[config.mk]
export PLATFORM = sky130hd
export DESIGN_NAME = mat_sqrt_db_iter_flat
export DESIGN_NICKNAME = d
export VERILOG_FILES = /design/src/rtl/mat_sqrt_db_iter_if.sv /design/src/rtl/mat_sqrt_db_iter.sv /design/src/flat_wrapper.sv
export SDC_FILE = /design/constraint.sdc
export NUM_CORES = 2
export LEC_CHECK = 0
export CAP_MARGIN = 15
export CORE_AREA = 2 2 695 697
export DETAILED_ROUTE_END_ITERATION = 12
export DIE_AREA = 0 0 697 699
export HOLD_SLACK_MARGIN = 0.1
export PLACE_DENSITY = 0.51
export SYNTH_ARGS = -nofsm -noshare
export SYNTH_HDL_FRONTEND = slang
export SYNTH_SLANG_ARGS = --single-unit
[constraint.sdc]
create_clock -name iclk -period 32.6 [get_ports iclk]
set_clock_uncertainty 0.2 [all_clocks]
set_input_delay 6.52 -clock iclk [delete_from_list [all_inputs] [get_ports iclk]]
set_output_delay 6.52 -clock iclk [all_outputs]
set_load 0.01 [all_outputs]
[src/rtl/mat_sqrt_db_iter_if.sv]
// Handshake/bus bundle for the Denman-Beavers sqrt engine
// and its link to the shared 3x3 inverse unit.
interface mat_sqrt_db_iter_if #(
  parameter int W = 33
);
  logic           i_start;
  logic [9*W-1:0] i_mat;
  logic           o_busy;
  logic           o_done;
  logic [1:0]     o_err;
  logic [3:0]     o_iters;
  logic [9*W-1:0] o_mat;
  logic           o_inv_req;
  logic [9*W-1:0] o_inv_y;
  logic [9*W-1:0] o_inv_z;
  logic           i_inv_ack;
  logic [9*W-1:0] i_inv_iy;
  logic [9*W-1:0] i_inv_iz;
  logic           i_inv_sing;

  modport slave (
    input  i_start, i_mat,
    input  i_inv_ack, i_inv_iy,
    input  i_inv_iz, i_inv_sing,
    output o_busy, o_done, o_err,
    output o_iters, o_mat,
    output o_inv_req, o_inv_y, o_inv_z
  );

  modport master (
    output i_start, i_mat,
    output i_inv_ack, i_inv_iy,
    output i_inv_iz, i_inv_sing,
    input  o_busy, o_done, o_err,
    input  o_iters, o_mat,
    input  o_inv_req, o_inv_y, o_inv_z
  );
endinterface

[src/rtl/mat_sqrt_db_iter.sv]
// Denman-Beavers 3x3 matrix square root, iterating with an
// external shared inverse unit; early exit on convergence.
module mat_sqrt_db_iter #(
  parameter int W        = 33,
  parameter int FRAC     = 6,
  parameter int MAX_ITER = 4,
  parameter int TOL      = 1,
  parameter int INV_TMO  = 255
) (
  input logic               iclk,
  input logic               ireset,
  mat_sqrt_db_iter_if.slave io
);

  localparam int N = 9 * W;
  localparam logic [W-1:0] ONE = W'(1) << FRAC;
  localparam logic [W:0]   TOL_V = (W+1)'(TOL);
  localparam logic [3:0]   ITER_MAX = 4'(MAX_ITER);
  localparam logic [7:0]   TMO_LAST = 8'(INV_TMO - 1);

  typedef enum logic [2:0] {
    S_IDLE, S_INV, S_UPD, S_CHK, S_DONE
  } st_t;

  st_t          r_st;
  st_t          w_nxt;
  logic [N-1:0] r_y;
  logic [N-1:0] r_z;
  logic [N-1:0] r_iy;
  logic [N-1:0] r_iz;
  logic [N-1:0] r_mat;
  logic [N-1:0] w_yn;
  logic [N-1:0] w_zn;
  logic [N-1:0] w_ident;
  logic [3:0]   r_iter;
  logic [3:0]   r_iters;
  logic [7:0]   r_tmo;
  logic [1:0]   r_err;
  logic [1:0]   w_err;
  logic [W:0]   r_delta;
  logic [W:0]   w_delta;
  logic [W:0]   w_ad [9];

  // Sums use W+1 bits; dropping the LSB is a floor halving.
  for (genvar k = 0; k < 9; k++) begin : g_el
    logic signed [W:0]   w_ys;
    logic signed [W:0]   w_zs;
    logic signed [W+1:0] w_df;
    logic signed [W+1:0] w_ng;

    assign w_ident[k*W +: W] =
      (k % 4 == 0) ? ONE : '0;
    assign w_ys =
      $signed({r_y[k*W+W-1], r_y[k*W +: W]})
      + $signed({r_iz[k*W+W-1], r_iz[k*W +: W]});
    assign w_zs =
      $signed({r_z[k*W+W-1], r_z[k*W +: W]})
      + $signed({r_iy[k*W+W-1], r_iy[k*W +: W]});
    assign w_yn[k*W +: W] = w_ys[W:1];
    assign w_zn[k*W +: W] = w_zs[W:1];
    assign w_df =
      $signed({{2{w_ys[W]}}, w_ys[W:1]})
      - $signed({{2{r_y[k*W+W-1]}}, r_y[k*W +: W]});
    assign w_ng = -w_df;
    assign w_ad[k] = w_df[W+1] ? w_ng[W:0] : w_df[W:0];
  end

  always_comb begin
    w_delta = '0;
    for (int k = 0; k < 9; k++)
      if (w_ad[k] > w_delta)
        w_delta = w_ad[k];
  end

  always_comb begin
    w_nxt = r_st;
    w_err = 2'b00;
    unique case (r_st)
      S_IDLE:
        if (io.i_start)
          w_nxt = S_INV;
      S_INV:
        if (io.i_inv_ack) begin
          w_nxt = io.i_inv_sing ? S_DONE : S_UPD;
          w_err = io.i_inv_sing ? 2'b01 : 2'b00;
        end else if (r_tmo == TMO_LAST) begin
          w_nxt = S_DONE;
          w_err = 2'b10;
        end
      S_UPD:
        w_nxt = S_CHK;
      S_CHK:
        if (r_delta <= TOL_V || r_iter == ITER_MAX)
          w_nxt = S_DONE;
        else
          w_nxt = S_INV;
      S_DONE:
        w_nxt = S_IDLE;
      default:
        w_nxt = S_IDLE;
    endcase
  end

  always_ff @(posedge iclk or negedge ireset) begin
    if (!ireset) begin
      r_st    <= S_IDLE;
      r_y     <= '0;
      r_z     <= '0;
      r_iy    <= '0;
      r_iz    <= '0;
      r_mat   <= '0;
      r_iter  <= '0;
      r_iters <= '0;
      r_tmo   <= '0;
      r_err   <= '0;
      r_delta <= '0;
    end else begin
      r_st  <= w_nxt;
      r_tmo <= (r_st == S_INV) ? r_tmo + 8'd1 : 8'd0;
      if (r_st == S_IDLE && io.i_start) begin
        r_y    <= io.i_mat;
        r_z    <= w_ident;
        r_iter <= '0;
      end
      if (r_st == S_INV && io.i_inv_ack
          && !io.i_inv_sing) begin
        r_iy <= io.i_inv_iy;
        r_iz <= io.i_inv_iz;
      end
      if (r_st == S_UPD) begin
        r_y     <= w_yn;
        r_z     <= w_zn;
        r_delta <= w_delta;
        r_iter  <= r_iter + 4'd1;
      end
      // Result registers load as DONE is entered so they
      // are valid in the o_done cycle.
      if (w_nxt == S_DONE) begin
        r_mat   <= r_y;
        r_iters <= r_iter;
        r_err   <= w_err;
      end
    end
  end

  assign io.o_busy    = (r_st == S_INV) || (r_st == S_UPD)
                        || (r_st == S_CHK);
  assign io.o_done    = (r_st == S_DONE);
  assign io.o_inv_req = (r_st == S_INV);
  assign io.o_inv_y   = r_y;
  assign io.o_inv_z   = r_z;
  assign io.o_mat     = r_mat;
  assign io.o_iters   = r_iters;
  assign io.o_err     = r_err;

endmodule

[src/flat_wrapper.sv]
// flat-port wrapper written by rule: the top's interface ports become plain ports
module mat_sqrt_db_iter_flat 
#(
  parameter int W        = 33,
  parameter int FRAC     = 6,
  parameter int MAX_ITER = 4,
  parameter int TOL      = 1,
  parameter int INV_TMO  = 255
)
  (iclk, ireset, io_i_start, io_i_mat, io_i_inv_ack, io_i_inv_iy, io_i_inv_iz, io_i_inv_sing, io_o_busy, io_o_done, io_o_err, io_o_iters, io_o_mat, io_o_inv_req, io_o_inv_y, io_o_inv_z);
  mat_sqrt_db_iter_if #(.W(W)) io_i ();
  input logic iclk;
  input logic ireset;
  input wire logic [$bits(io_i.i_start)-1:0] io_i_start;
  input wire logic [$bits(io_i.i_mat)-1:0] io_i_mat;
  input wire logic [$bits(io_i.i_inv_ack)-1:0] io_i_inv_ack;
  input wire logic [$bits(io_i.i_inv_iy)-1:0] io_i_inv_iy;
  input wire logic [$bits(io_i.i_inv_iz)-1:0] io_i_inv_iz;
  input wire logic [$bits(io_i.i_inv_sing)-1:0] io_i_inv_sing;
  output wire logic [$bits(io_i.o_busy)-1:0] io_o_busy;
  output wire logic [$bits(io_i.o_done)-1:0] io_o_done;
  output wire logic [$bits(io_i.o_err)-1:0] io_o_err;
  output wire logic [$bits(io_i.o_iters)-1:0] io_o_iters;
  output wire logic [$bits(io_i.o_mat)-1:0] io_o_mat;
  output wire logic [$bits(io_i.o_inv_req)-1:0] io_o_inv_req;
  output wire logic [$bits(io_i.o_inv_y)-1:0] io_o_inv_y;
  output wire logic [$bits(io_i.o_inv_z)-1:0] io_o_inv_z;
  assign io_i.i_start = io_i_start;
  assign io_i.i_mat = io_i_mat;
  assign io_i.i_inv_ack = io_i_inv_ack;
  assign io_i.i_inv_iy = io_i_inv_iy;
  assign io_i.i_inv_iz = io_i_inv_iz;
  assign io_i.i_inv_sing = io_i_inv_sing;
  assign io_o_busy = io_i.o_busy;
  assign io_o_done = io_i.o_done;
  assign io_o_err = io_i.o_err;
  assign io_o_iters = io_i.o_iters;
  assign io_o_mat = io_i.o_mat;
  assign io_o_inv_req = io_i.o_inv_req;
  assign io_o_inv_y = io_i.o_inv_y;
  assign io_o_inv_z = io_i.o_inv_z;
  mat_sqrt_db_iter #(.W(W), .FRAC(FRAC), .MAX_ITER(MAX_ITER), .TOL(TOL), .INV_TMO(INV_TMO)) u_core (.iclk(iclk), .ireset(ireset), .io(io_i));
endmodule
-- Word level (Yosys, flattened, before mapping)
Index checks and enable logic that the tools add are counted.
- output and inout port bits: 900
- input port bits: 896
- bits in registers: 1540
- multiplexer cells: 35
- reductions and logical operators: 9
- $add $sub $neg: 38
- $lt $le $gt $ge: 10
- equal/unequal tests: 7
- operators by type and width (cell ; count):
    $mux 297 ; 4
    $add 33x33->34 ; 18
    $mux 34 ; 18
    $neg 34->34 ; 9
    $sub 33x33->34 ; 9
    $gt 34x34->1 ; 8
    $gt 34x1->1 const B ; 1
    $le 34x1->1 const B ; 1
    $mux 3 ; 5
    $pmux 3 s4 ; 1
    $add 8x1->8 const B ; 1
    $eq 8x8->1 const B ; 1
    $mux 4 ; 2
    $mux 8 ; 1
    $eq 3x2->1 const B ; 2
    $eq 3x3->1 const B ; 2
    $mux 2 ; 3
    $add 4x1->4 const B ; 1
    $eq 4x3->1 const B ; 1
    $eq 3x1->1 const B ; 1
    $logic_and 1x1->1 ; 3
    $logic_not 3->1 ; 1
    $logic_or 1x1->1 ; 3
    $reduce_bool 2->1 ; 1
    2 further kinds ; 2

-- Depth between registers and ports, before layout
- word-level depth: 22
- gate-level depth with buffers: 166

-- Least setup slack after synthesis
No wires, ideal clock.
- path kind: flip-flop to flip-flop
- start point: reg u_core.r_y[0] (netlist: u_core.io.o_inv_y[0])
- end point: reg u_core.r_delta[23]
- period minus slack after synthesis: 27945 ps
- cell stages (with the launch flop): 160
- arrival: 27627 ps
- setup slack: 4655 ps
- cell sequence: dfrtp_1 -> and2_1 -> fa_1 -> a21o_1 -> a21oi_1 -> o21bai_1 -> a21oi_1 -> o21bai_1 -> a21oi_1 -> o21bai_1 -> a21oi_1 -> o21bai_1 -> a21oi_1 -> o21bai_1 -> a21oi_1 -> o21bai_1 -> a21oi_1 -> nor2b_1 -> (+124 left out) -> mux2i_1 -> ha_1 -> a21oi_1 -> nor2b_1 -> o21ai_0 -> nand2b_1 -> a21oi_1 -> o221ai_1 -> a221oi_1 -> o21ai_0 -> a221oi_1 -> o21ai_0 -> a221oi_1 -> a31oi_1 -> and2_1 -> clkbuf_1 -> a22o_1 -> a21o_1
- word-level cells in the longest chain between the ends: 22
- ends and longest elaborated chain (element ; RTL line ; RTL):
    start, declared ; mat_sqrt_db_iter.sv:27 ; logic [N-1:0] r_y;
    start signal, assigned ; mat_sqrt_db_iter.sv:121 ; r_y <= io.i_mat;
    start signal, assigned ; mat_sqrt_db_iter.sv:131 ; r_y <= w_yn;
    $add 33x33->34 ; mat_sqrt_db_iter.sv:55 ; + $signed({r_iz[k*W+W-1], r_iz[k*W +: W]});
    $sub 33x33->34 (*) ; mat_sqrt_db_iter.sv:63 ; - $signed({{2{r_y[k*W+W-1]}}, r_y[k*W +: W]});
    $neg 34->34 ; mat_sqrt_db_iter.sv:64 ; assign w_ng = -w_df;
    $mux 34 (*) ; mat_sqrt_db_iter.sv:65 ; assign w_ad[k] = w_df[W+1] ? w_ng[W:0] : w_df[W:0];
    $gt 34x1->1 ; mat_sqrt_db_iter.sv:71 ; if (w_ad[k] > w_delta)
    $mux 34 (*) ; mat_sqrt_db_iter.sv:71 ;
    $gt 34x34->1 ; mat_sqrt_db_iter.sv:71 ;
    $mux 34 (*) ; mat_sqrt_db_iter.sv:71 ;
    (+6 left out) ; - ;
    $gt 34x34->1 ; mat_sqrt_db_iter.sv:71 ;
    $mux 34 (*) ; mat_sqrt_db_iter.sv:71 ;
    $gt 34x34->1 ; mat_sqrt_db_iter.sv:71 ;
    $mux 34 (*) ; mat_sqrt_db_iter.sv:71 ;
    $gt 34x34->1 ; mat_sqrt_db_iter.sv:71 ;
    $mux 34 (*) ; mat_sqrt_db_iter.sv:71 ;
    $gt 34x34->1 ; mat_sqrt_db_iter.sv:71 ;
    $mux 34 (*) ; mat_sqrt_db_iter.sv:71 ;
    end signal, assigned ; mat_sqrt_db_iter.sv:133 ; r_delta <= w_delta;
    end, declared ; mat_sqrt_db_iter.sv:40 ; logic [W:0] r_delta;
Mark *: on every way between the ends. The rest lies on a longest branch, timed or not.
A chain may end at the register's enable or synchronous reset.

-- Worst setup path in the final report
- start point: reg u_core.r_y[0] (netlist: u_core.io.o_inv_y[0])
- end point: reg u_core.r_delta[4]
Same word-level chain as after synthesis.

==> out/summary.txt <==
Status = finished clean
Worst Hold Class = reg2reg
Largest net degree at the start of global routing = 166
Chip height = 699 um
Final hold viol count = 0
WL final = 550 mm
Most used DFF post-synth = dfrtp_1
Top cells by area, synth = dfrtp_1, ha_1, mux2_2
Initial antenna violation count = 142
Post-synth net total = 14300
Critical path arrival = 31.28 ns
Residual DRC = 0
Crit-path leading delay family = compound AO/OA/AOI/OAI gates
Number of fill cells = 50400
Synth Area in Compound Gates = 19.0%
Per-cell routed wire length = 26.7 um
Root Buffer = clkbuf_16
Crit path launch type = register
Final core utilization = 30.0%
Finished Cell Area = 0.144 mm2
CTS sink cnt = 1539
CP max stage delay = 0.72 ns
FF+latch count, synth = 1539
Synth Area in XOR/XNOR = 8.05%
Post-synth top cells = dfrtp_1, nand2_1, ha_1
Core area = 0.480 mm2
Placed cell area = 0.136 mm2
Clock tree buffer depth = 4
GRT overflow = 0
Crit-path max FO = 27
Die Wd = 697 um
Multiplexer area fraction after synthesis = 7.20%
Slew margin rel. = 6.73%
Sequential area share after synthesis = 34.8%
Max Fclk = 0.0325 GHz
Area growth, synth to finish = 30.0%
Most used cell, CP = a21oi_1
Synth top area share = 34.8%
Tmin final = 30.73 ns
Routed Antenna Nets = 0
Leading area contributor after synthesis = dfrtp_1
Top-level port count = 1796
GRT Resource Usage Total = 21.7%
Final setup margin = 1.87 ns
Via density = 4.82
1st-pass router iterations = 8
Sum of buffers and inverters on the critical path = 8
Req. time, crit path = 33.15 ns
Period utilization = 94.3%
FF+latch area = 0.0385 mm2
CTS tree = done
Vias = 99200
PortBufs = 1795
Post-Syn Instances = 12200
Adder-cell share of the synthesized area = 13.6%
Max H-tree Level = 4
Slowest stage cell, crit path = mux2i_1
First-pass GRT wire length = 763 mm
Cell with the most instances after synthesis = dfrtp_1
Synth Cell Area = 0.111 mm2
Yosys Warn Count = 0
Multi-input gate area = 0.0676 mm2
Initial DRC count = 7370
Critical path type = reg2reg
Mapped Avg Cell Area = 9.08 um2
Synth unique cells = 92
Die area = 0.487 mm2
Detailed Place HPWL = 455 mm
Layout cells sized above 1 = 8.89%
Site row count = 255
Final Slew Violations = 0
Clock transition at the registers of the reported paths = 0.06 ns
DP Worst Slack = -0.655 ns
CTS buffer count = 205
Async SR Flop Fraction = 100%
Critical Path End Type = register
Final setup violation count = 0
Worst-Margin Slew = 1.38 ns
Clock Latency Late Sink = 0.98 ns
Final nets = 16000
Post-synth EDFFs = 0
Synth Area in Simple Gates = 12.9%
Max_cap viols = 0
Starting Density = 23.0%
Vias in the first global route = 97300
Largest family of logic cells by synthesized area = compound AO/OA/AOI/OAI gates
Routability Congestion = 0.937
==> logic make-up after synthesis <==
logic type | after synthesis
xor+xnor | 1016
compound gates | 3317
mux | 716
simple gates | 3114
buf+inv | 1307
fa+ha+maj | 1186
flops | 1539
==> cell type report <==
type / instances / share of cell area [%]
Clock buffer: 288 / 4.06
Antenna cell: 56 / 0.0974
Inverter: 928 / 2.42
Multi-Input combinational cell: 9354 / 47.0
Sequential cell: 1539 / 26.8
Tap cell: 6425 / 5.59
Timing Repair Buffer: 1927 / 13.3
Clock inverter: 87 / 0.860
==> through the flow <==
| stage | setup TNS [ns] | hold slack (ns) | std cells |
|---|---|---|---|
| floorplan | 0 | 0.269 | 12200 |
| global placement | -20.42 | 0.259 | 20100 |
| detailed placement | -19.02 | 0.265 | 20100 |
| CTS | 0 | 0.280 | 20500 |
| global route | -0.0281 | 0.298 | 20600 |
| finish | 0 | 0.273 | 20600 |
==> worst reg2reg max path: cells and delay by family, from the launching register on <==
family	cells	cell delay (ns)
AO/OA/AOI/OAI	73	15.28
AND/OR/NAND/NOR	38	7.62
adder cells (fa/ha/maj)	10	3.17
multiplexers	4	1.85
buffers and inverters	8	1.68
flip-flops	1	0.44
XOR/XNOR	2	0.38
==> path summary, 6_finish.rpt <==
| path | startpoint | endpoint | slack [ns] | depth (start not counted) |
|---|---|---|---|---|
| max reg2reg | u_core.io.o_inv_y[0]$_DFFE_PN0P_ | u_core.r_delta[4]$_DFFE_PN0P_ | 1.87 | 135 |
| max in group asynchronous | ireset | u_core.io.o_inv_z[248]$_DFFE_PN0P_ | 20.91 | 8 |
| min in group asynchronous | ireset | u_core.io.o_mat[116]$_DFFE_PN0N_ | 5.30 | 1 |
| min | u_core.io.o_mat[66]$_DFFE_PN0N_ | u_core.io.o_mat[66]$_DFFE_PN0N_ | 0.27 | 2 |
| max | u_core.io.o_inv_y[0]$_DFFE_PN0P_ | u_core.r_delta[4]$_DFFE_PN0P_ | 1.87 | 135 |
| min reg2reg | u_core.io.o_mat[66]$_DFFE_PN0N_ | u_core.io.o_mat[66]$_DFFE_PN0N_ | 0.27 | 2 |
==> cell usage in the layout (no fill, tap or decap), types with 76 or more instances in the layout <==
cell type        instances
a21oi_1                798
clkbuf_16              205
buf_4                  123
a22oi_1                169
o21ai_0                961
a21o_1                 219
and2_1                  86
mux2i_1                 82
nor3_1                 200
mux2_2                 628
o21bai_1               307
clkdlybuf4s50_1       1794
nand2_1               1328
or3_1                  114
xor2_1                 234
o21a_1                 100
nor2b_1                114
xnor2_1                779
ha_1                  1157
nand4_1                 76
dfrtp_1               1539
nand3_1                164
nor2_1                 660
inv_1                  927
nand2b_1                91
o31ai_1                 80
==> layer usage <==
metal / GRT usage (%) / vias up / wire length, um
met5: 0 / - / 532
met3: 5.24 / 774 / 38200
li1: - / 47000 / -
met2: 36.6 / 3001 / 259000
met1: 26.1 / 48400 / 223000
met4: 9.91 / 82 / 29000
==> what timing repair did <==
item	4_1_cts	5_1_grt
cloned	2	3
pin swaps	2	9
setup endpoints to repair	33	33
resized for setup	9	38
buffers inserted	0	23
hold buffers	0	0
==> state kept, by name, indices dropped and copies added, names as in the netlist <==
signal / cells
u_core.io.o_inv_y: 297
u_core.io.o_inv_z: 297
u_core.io.o_mat: 297
u_core.r_iy: 297
u_core.r_iz: 297
u_core.r_delta: 33
u_core.r_tmo: 8
u_core.io.o_iters: 4
u_core.r_iter: 4
u_core.r_st: 3
u_core.io.o_err: 2
Power is not shown: default switching activity piles up to over one toggle a cycle in this logic, so the estimate is an artifact.
